$ cat config.mk
export PLATFORM = sky130hd
export DESIGN_NAME = pe_relay_hs
export DESIGN_NICKNAME = d
export VERILOG_FILES = /design/src/rtl/pe_relay_pkg.sv /design/src/rtl/pe_relay_fifo.sv /design/src/rtl/pe_relay_hs.sv
export SDC_FILE = /design/constraint.sdc
export NUM_CORES = 2
export LEC_CHECK = 0
export ABC_AREA = 1
export CAP_MARGIN = 25
export CORE_AREA = 2 2 422 424
export DETAILED_ROUTE_END_ITERATION = 12
export DIE_AREA = 0 0 424 426
export GPL_ROUTABILITY_DRIVEN = 0
export GPL_TIMING_DRIVEN = 0
export MAX_ROUTING_LAYER = met4
export PLACE_DENSITY_LB_ADDON = 0.25
export RECOVER_POWER = 100
export SLEW_MARGIN = 20
export SYNTH_ARGS = -nofsm -noshare
export SYNTH_HDL_FRONTEND = slang
export SYNTH_SLANG_ARGS = --single-unit
$ cat constraint.sdc
create_clock -name clk -period 8.9 [get_ports clk]
set_input_delay 1.78 -clock clk [delete_from_list [all_inputs] [get_ports clk]]
set_output_delay 1.78 -clock clk [all_outputs]
set_load 0.01 [all_outputs]
$ cat src/rtl/pe_relay_pkg.sv
// Shared definitions for the PE relay tile: channel indices, default sizing
// and the occupancy-field width helper.
package pe_relay_pkg;
  localparam int CH_EAST  = 0;
  localparam int CH_NORTH = 1;
  localparam int CH_SOUTH = 2;
  localparam int CH_WEST  = 3;

  localparam int DEF_WIDTH = 130;
  localparam int DEF_DEPTH = 4;

  // Occupancy runs 0..DEPTH inclusive, hence one bit beyond the pointer width.
  function automatic int lvl_w(input int depth);
    return $clog2(depth) + 1;
  endfunction
endpackage

$ cat src/rtl/pe_relay_fifo.sv
// One relay channel: DEPTH-entry circular buffer with valid/ready on both
// sides, global freeze via ap_start, registered occupancy.
module pe_relay_fifo
  import pe_relay_pkg::*;
#(
  parameter int WIDTH = DEF_WIDTH,
  parameter int DEPTH = DEF_DEPTH,
  parameter int LVL_W = lvl_w(DEPTH)
) (
  input  logic             clk,
  input  logic             reset,
  input  logic             ap_start,
  input  logic [WIDTH-1:0] in_data,
  input  logic             in_valid,
  output logic             in_ready,
  output logic [WIDTH-1:0] out_data,
  output logic             out_valid,
  input  logic             out_ready,
  output logic [LVL_W-1:0] level
);
  localparam int PTR_W = $clog2(DEPTH);

  logic [WIDTH-1:0] mem [DEPTH];
  logic [PTR_W-1:0] wr_ptr, rd_ptr;
  logic [LVL_W-1:0] count;
  logic             full, empty, push, pop;

  assign full  = (count == LVL_W'(DEPTH));
  assign empty = (count == '0);

  // in_ready looks only at the registered count, so no path from out_ready.
  assign in_ready  = ap_start & ~full & reset;
  assign out_valid = ap_start & ~empty & reset;
  assign push      = in_valid & in_ready;
  assign pop       = out_valid & out_ready;

  assign out_data = (empty | ~reset) ? '0 : mem[rd_ptr];
  assign level    = count;

  always_ff @(posedge clk) begin
    if (push) mem[wr_ptr] <= in_data;
  end

  // DEPTH is a power of two, so pointer wrap is the natural overflow.
  always_ff @(posedge clk) begin
    if (!reset) begin
      wr_ptr <= '0;
      rd_ptr <= '0;
      count  <= '0;
    end else begin
      if (push) wr_ptr <= wr_ptr + 1'b1;
      if (pop)  rd_ptr <= rd_ptr + 1'b1;
      case ({push, pop})
        2'b10:   count <= count + 1'b1;
        2'b01:   count <= count - 1'b1;
        default: count <= count;
      endcase
    end
  end
endmodule

$ cat src/rtl/pe_relay_hs.sv
// PE slot relay: NUM_CH independent elastic channels (E/N/S/W), each a
// WIDTH-bit valid/ready stream with its own buffer and occupancy report.
module pe_relay_hs
  import pe_relay_pkg::*;
#(
  parameter int NUM_CH = 4,
  parameter int WIDTH  = DEF_WIDTH,
  parameter int DEPTH  = DEF_DEPTH,
  parameter int LVL_W  = lvl_w(DEPTH)
) (
  input  logic                    clk,
  input  logic                    reset,
  input  logic                    ap_start,
  input  logic [NUM_CH*WIDTH-1:0] in_data,
  input  logic [NUM_CH-1:0]       in_valid,
  output logic [NUM_CH-1:0]       in_ready,
  output logic [NUM_CH*WIDTH-1:0] out_data,
  output logic [NUM_CH-1:0]       out_valid,
  input  logic [NUM_CH-1:0]       out_ready,
  output logic [NUM_CH*LVL_W-1:0] level
);
  if (NUM_CH < 1 || NUM_CH > 4 || DEPTH < 2 || (DEPTH & (DEPTH - 1)) != 0)
    $error("pe_relay_hs: unsupported NUM_CH=%0d / DEPTH=%0d", NUM_CH, DEPTH);

  for (genvar c = 0; c < NUM_CH; c++) begin : g_ch
    pe_relay_fifo #(
      .WIDTH (WIDTH),
      .DEPTH (DEPTH),
      .LVL_W (LVL_W)
    ) u_fifo (
      .clk       (clk),
      .reset     (reset),
      .ap_start  (ap_start),
      .in_data   (in_data[c*WIDTH +: WIDTH]),
      .in_valid  (in_valid[c]),
      .in_ready  (in_ready[c]),
      .out_data  (out_data[c*WIDTH +: WIDTH]),
      .out_valid (out_valid[c]),
      .out_ready (out_ready[c]),
      .level     (level[c*LVL_W +: LVL_W])
    );
  end
endmodule

==> run summary <==
PLACEMENT
------------------------------------------------------------------------------------------------------
Number of buffers inserted by port buffering ............................................         1070
Post-placement cell area ................................................................    98590 um2
Post-detail-place hpwl ..................................................................    178300 um

SYNTHESIS
------------------------------------------------------------------------------------------------------
Compound-cell area share of the yosys netlist ...........................................       9.722%
Number of flip-flops and latches in the synthesized netlist .............................         2116
Portion of the post-synthesis area used by sequential elements ..........................       76.71%
Synth Instances .........................................................................         6427
Number of warning messages in the yosys log .............................................            0
Count of cell types in the netlist ......................................................           24
Adder-cell area share of the yosys netlist ..............................................      0.4010%
Net count after synthesis ...............................................................         6982
Proportion of synthesized area in mux cells .............................................           0%
Synth top area cells .................................................................... edfxtp_1 (76%), nor2_1 (9.7%), o21ai_1 (4.3%), a21oi_1 (3.3%), o21ai_0 (2.1%)
Top cell type by total area after synthesis .............................................     edfxtp_1
Simple logic cell fraction of the synthesized area ......................................       10.14%
Yosys top cell area share ...............................................................       75.83%
Main combinational cell family by area after synthesis .................................. simple AND/OR/NAND/NOR gates
Total standard cell area after synthesis ................................................    82370 um2
Xor/xnor share of the synthesized area ..................................................           0%
Average size of a mapped cell ...........................................................    12.82 um2

SETUP PATH
------------------------------------------------------------------------------------------------------
Capture instance of the worst register-to-register path ................................. g_ch[0].u_fifo.mem[3][100]$_DFFE_PP_
CP Buf/Inv Count ........................................................................            5
Reg2Reg Setup Slack .....................................................................      3.99 ns
CP Class ................................................................................       in2out
Element type at the critical path start ................................................. primary input
Cell count along the critical path ......................................................            7
Crit-path most repeated cell ............................................................     clkbuf_1
Worst Path Required .....................................................................      7.12 ns
Reg2Reg Depth ...........................................................................            7
Cell-by-cell trace of the critical path ................................................. dlygate4sd3_1 -> clkbuf_1 -> nand2_1 -> clkbuf_1 -> clkbuf_1 -> a21oi_1 -> dlygate4sd3_1
Cell family with the largest share of critical-path delay ............................... buffers and inverters
Critical path capture point type ........................................................  output port
Largest fanout on the critical path .....................................................           10
Arrival time worst endpoint .............................................................      5.80 ns
Slowest cell delay on critical path .....................................................      0.84 ns
Launch point of the worst reg-to-reg path ............................................... g_ch[0].u_fifo.level[1]$_SDFFE_PN0P_
Standard cell with the maximum stage delay on the critical path .........................      a21oi_1

CLOCK NETWORK
------------------------------------------------------------------------------------------------------
Clock transition at the register clock pins on the worst setup and hold paths after CTS .      0.06 ns
Num Clock Sinks .........................................................................         2116
PostCTS Resize Cnt ......................................................................            0
Num CTS Buffers .........................................................................          211
# Post-CTS Setup Buffers ................................................................            0
H-tree depth ............................................................................            4
TritonCTS clock tree ....................................................................          yes
Clock insertion delay at the later pin of the skew report ...............................      0.88 ns
Library cell used as clock root buffer ..................................................    clkbuf_16
Number of hold buffers added after cts ..................................................            0
CTS max path bufs .......................................................................            3

WORST HOLD PATH
------------------------------------------------------------------------------------------------------
Startpoint of the most critical hold path ............................................... g_ch[1].u_fifo.rd_ptr[1]$_SDFFE_PN0P_
Cell depth of the worst min-delay path ..................................................            2
Hold Path Class .........................................................................      reg2reg

TIMING
------------------------------------------------------------------------------------------------------
Count of endpoints failing hold in the final timing report ..............................            0
Setup repair after global routing missed its margin .....................................           no
Final setup vio count ...................................................................            0
Part of the cycle the worst path needs ..................................................       85.22%
Total Neg Setup Slack ...................................................................         0 ns
Final critical path time including I/O delays and setup .................................     7.585 ns
Final Slew Violations ...................................................................          355
Slew Limit Headroom .....................................................................      -29.97%
Maximum clock frequency .................................................................    131.8 MHz
Setup Skew ..............................................................................   0.06481 ns
Pin slew with the least headroom to its limit ...........................................     1.942 ns

PWR
------------------------------------------------------------------------------------------------------
Net switching share of the total power ..................................................       21.84%
Leak ....................................................................................     36.66 nW
Clock network power share ...............................................................        41.4%
Power Dens Cells ........................................................................ 203.3 nW/um2
Internal power ..........................................................................     16.52 mW
Switching power of the nets .............................................................     4.618 mW
Sequential share of power ...............................................................        52.5%
Relative contribution of combinational cells to total power .............................         6.1%
Peak ir drop on the vdd network .........................................................  0.0001924 V

STATUS
------------------------------------------------------------------------------------------------------
Result of the run ....................................................................... finished, violations left
Violations in the final reports ......................................................... max-capacitance violations, max-slew violations

ROUTE
------------------------------------------------------------------------------------------------------
Post-detailed-routing wire length .......................................................    254900 um
Total iterations of the first detailed-routing run ......................................            6
Residual antenna-violating net count after detailed routing .............................            0
DR DRC count ............................................................................            0
Number of DRC markers in iteration 0 ....................................................         5546
Routed wire per std cell ................................................................     24.26 um
Number of vias in the routed layout .....................................................        57140
Vias per cell ...........................................................................        5.440

GLOBAL ROUTE
------------------------------------------------------------------------------------------------------
Via count of the first global-routing pass ..............................................        54860
Final global-route overflow total .......................................................            0
Maximum number of pins on one net before global-route repair ............................           24
Wire length of the first global-routing pass ............................................    363900 um
Gr usage total ..........................................................................       28.24%
Initial antenna violation count .........................................................          217

FINISH
------------------------------------------------------------------------------------------------------
Fraction of final layout cells with drive strength greater than 1 .......................       7.868%
Highest-count cells in the layout ignoring fill and taps ................................ nor2_1 (2125), edfxtp_1 (2080), dlygate4sd3_1 (1014)
Number of nets in the final layout ......................................................         8369
Filler Cell Count .......................................................................        13730
Signed area change from the synthesized netlist to the final layout .....................       26.28%
Final design utilization ................................................................       59.19%
Summed area of non-filler cells in the final layout .....................................   104000 um2
Most common cell after layout, fill and taps aside ......................................       nor2_1

FLOORPLAN
------------------------------------------------------------------------------------------------------
Core region area ........................................................................   175700 um2
Number of rows created at floorplan .....................................................          154
Die extent in x .........................................................................       424 um
Die Outline Area ........................................................................   180600 um2
Initial Utilization .....................................................................       46.87%
Y dimension of the die ..................................................................       426 um
Count of boundary I/O pins ..............................................................         1071

JOB
------------------------------------------------------------------------------------------------------
Max Cap Violations ......................................................................           20

area by class of cell:
type,count,area (um2),share of cell area [%]
flip-flops and latches,2116,63180,60.75
multi-input cells,3825,16640,16.00
repair buffers,1174,11570,11.13
clock buffers,259,5513,5.300
well taps,2340,2928,2.815
plain buffers,412,2137,2.055
clock inverters,122,1295,1.245
diodes,183,457.9,0.4403
inverters,74,287.8,0.2767
cells in the mapped netlist (all sizes together):
cell,n
or2,4
nand4,4
dfxtp,36
a21oi,544
ha,20
nand3,8
clkbuf,104
fa,4
o21ai,1056
nor2,2128
edfxtp,2080
buf,308
inv,74
nand2,57
cells by family after synthesis:
group,count (synthesis)
AO/OA/AOI/OAI,1600
adder cells (fa/ha/maj),24
buffers and inverters,486
flip-flops,2116
AND/OR/NAND/NOR,2201
stage by stage:
step | total power [mW] | hold slack (ns) | cells | worst slack, ns
final | 21.14 | 0.4954 | 10510 | 1.315
after global routing | 21.73 | 0.5304 | 10460 | 1.004
after CTS | 21.37 | 0.4936 | 10320 | 1.933
after detailed placement | 12.71 | 0.4879 | 9941 | 1.940
after global placement | 12.69 | 0.4918 | 9837 | -5.178
after floorplan | 11.83 | 0.4704 | 6427 | 0.6323
flip-flops by register name (all words and copies together), names as in the netlist, named ones only:
register and flops:
g_ch.u_fifo.level 12, g_ch.u_fifo.mem 2080, g_ch.u_fifo.rd_ptr 8, g_ch.u_fifo.wr_ptr 8
power by group through the flow:
stage	sequential (mW)	clock (mW)	combinational (mW)
2_1_floorplan	11.3	0	0.492
3_3_place_gp	11.4	0	1.33
3_5_place_dp	11.3	0	1.40
4_1_cts	11.1	8.85	1.41
5_1_grt	11.1	9.25	1.37
6_report	11.1	8.75	1.28
how the worst max path moves through the flow:
| stage | start | endpoint | slack, ns |
|---|---|---|---|
| after floorplan | ap_start | g_ch[0].u_fifo.mem[0][0]$_DFFE_PP_ | 0.63 |
| after global placement | reset | g_ch[0].u_fifo.mem[2][97]$_DFFE_PP_ | -5.18 |
| after detailed placement | reset | out_data[162] | 1.94 |
| after CTS | reset | out_data[162] | 1.93 |
| after global routing | reset | out_data[162] | 1.00 |
| final | reset | out_data[162] | 1.32 |
layer usage:
layer	up-vias	track usage, %	share of wire, %
met1	27640	33.50	36
met3	720	6.531	9.0
met4	0	18.14	6.7
li1	25840	-	-
met2	2943	43.53	48
met5	-	-	0
worst register-to-register path: cells and delay by family, from the launching register on:
family / cells / cell delay, ns
buffers and inverters: 3 / 2.99
DFF: 1 / 0.38
and+or+nand+nor: 4 / 1.14
No activity file was read; power rests on OpenSTA's default activity.
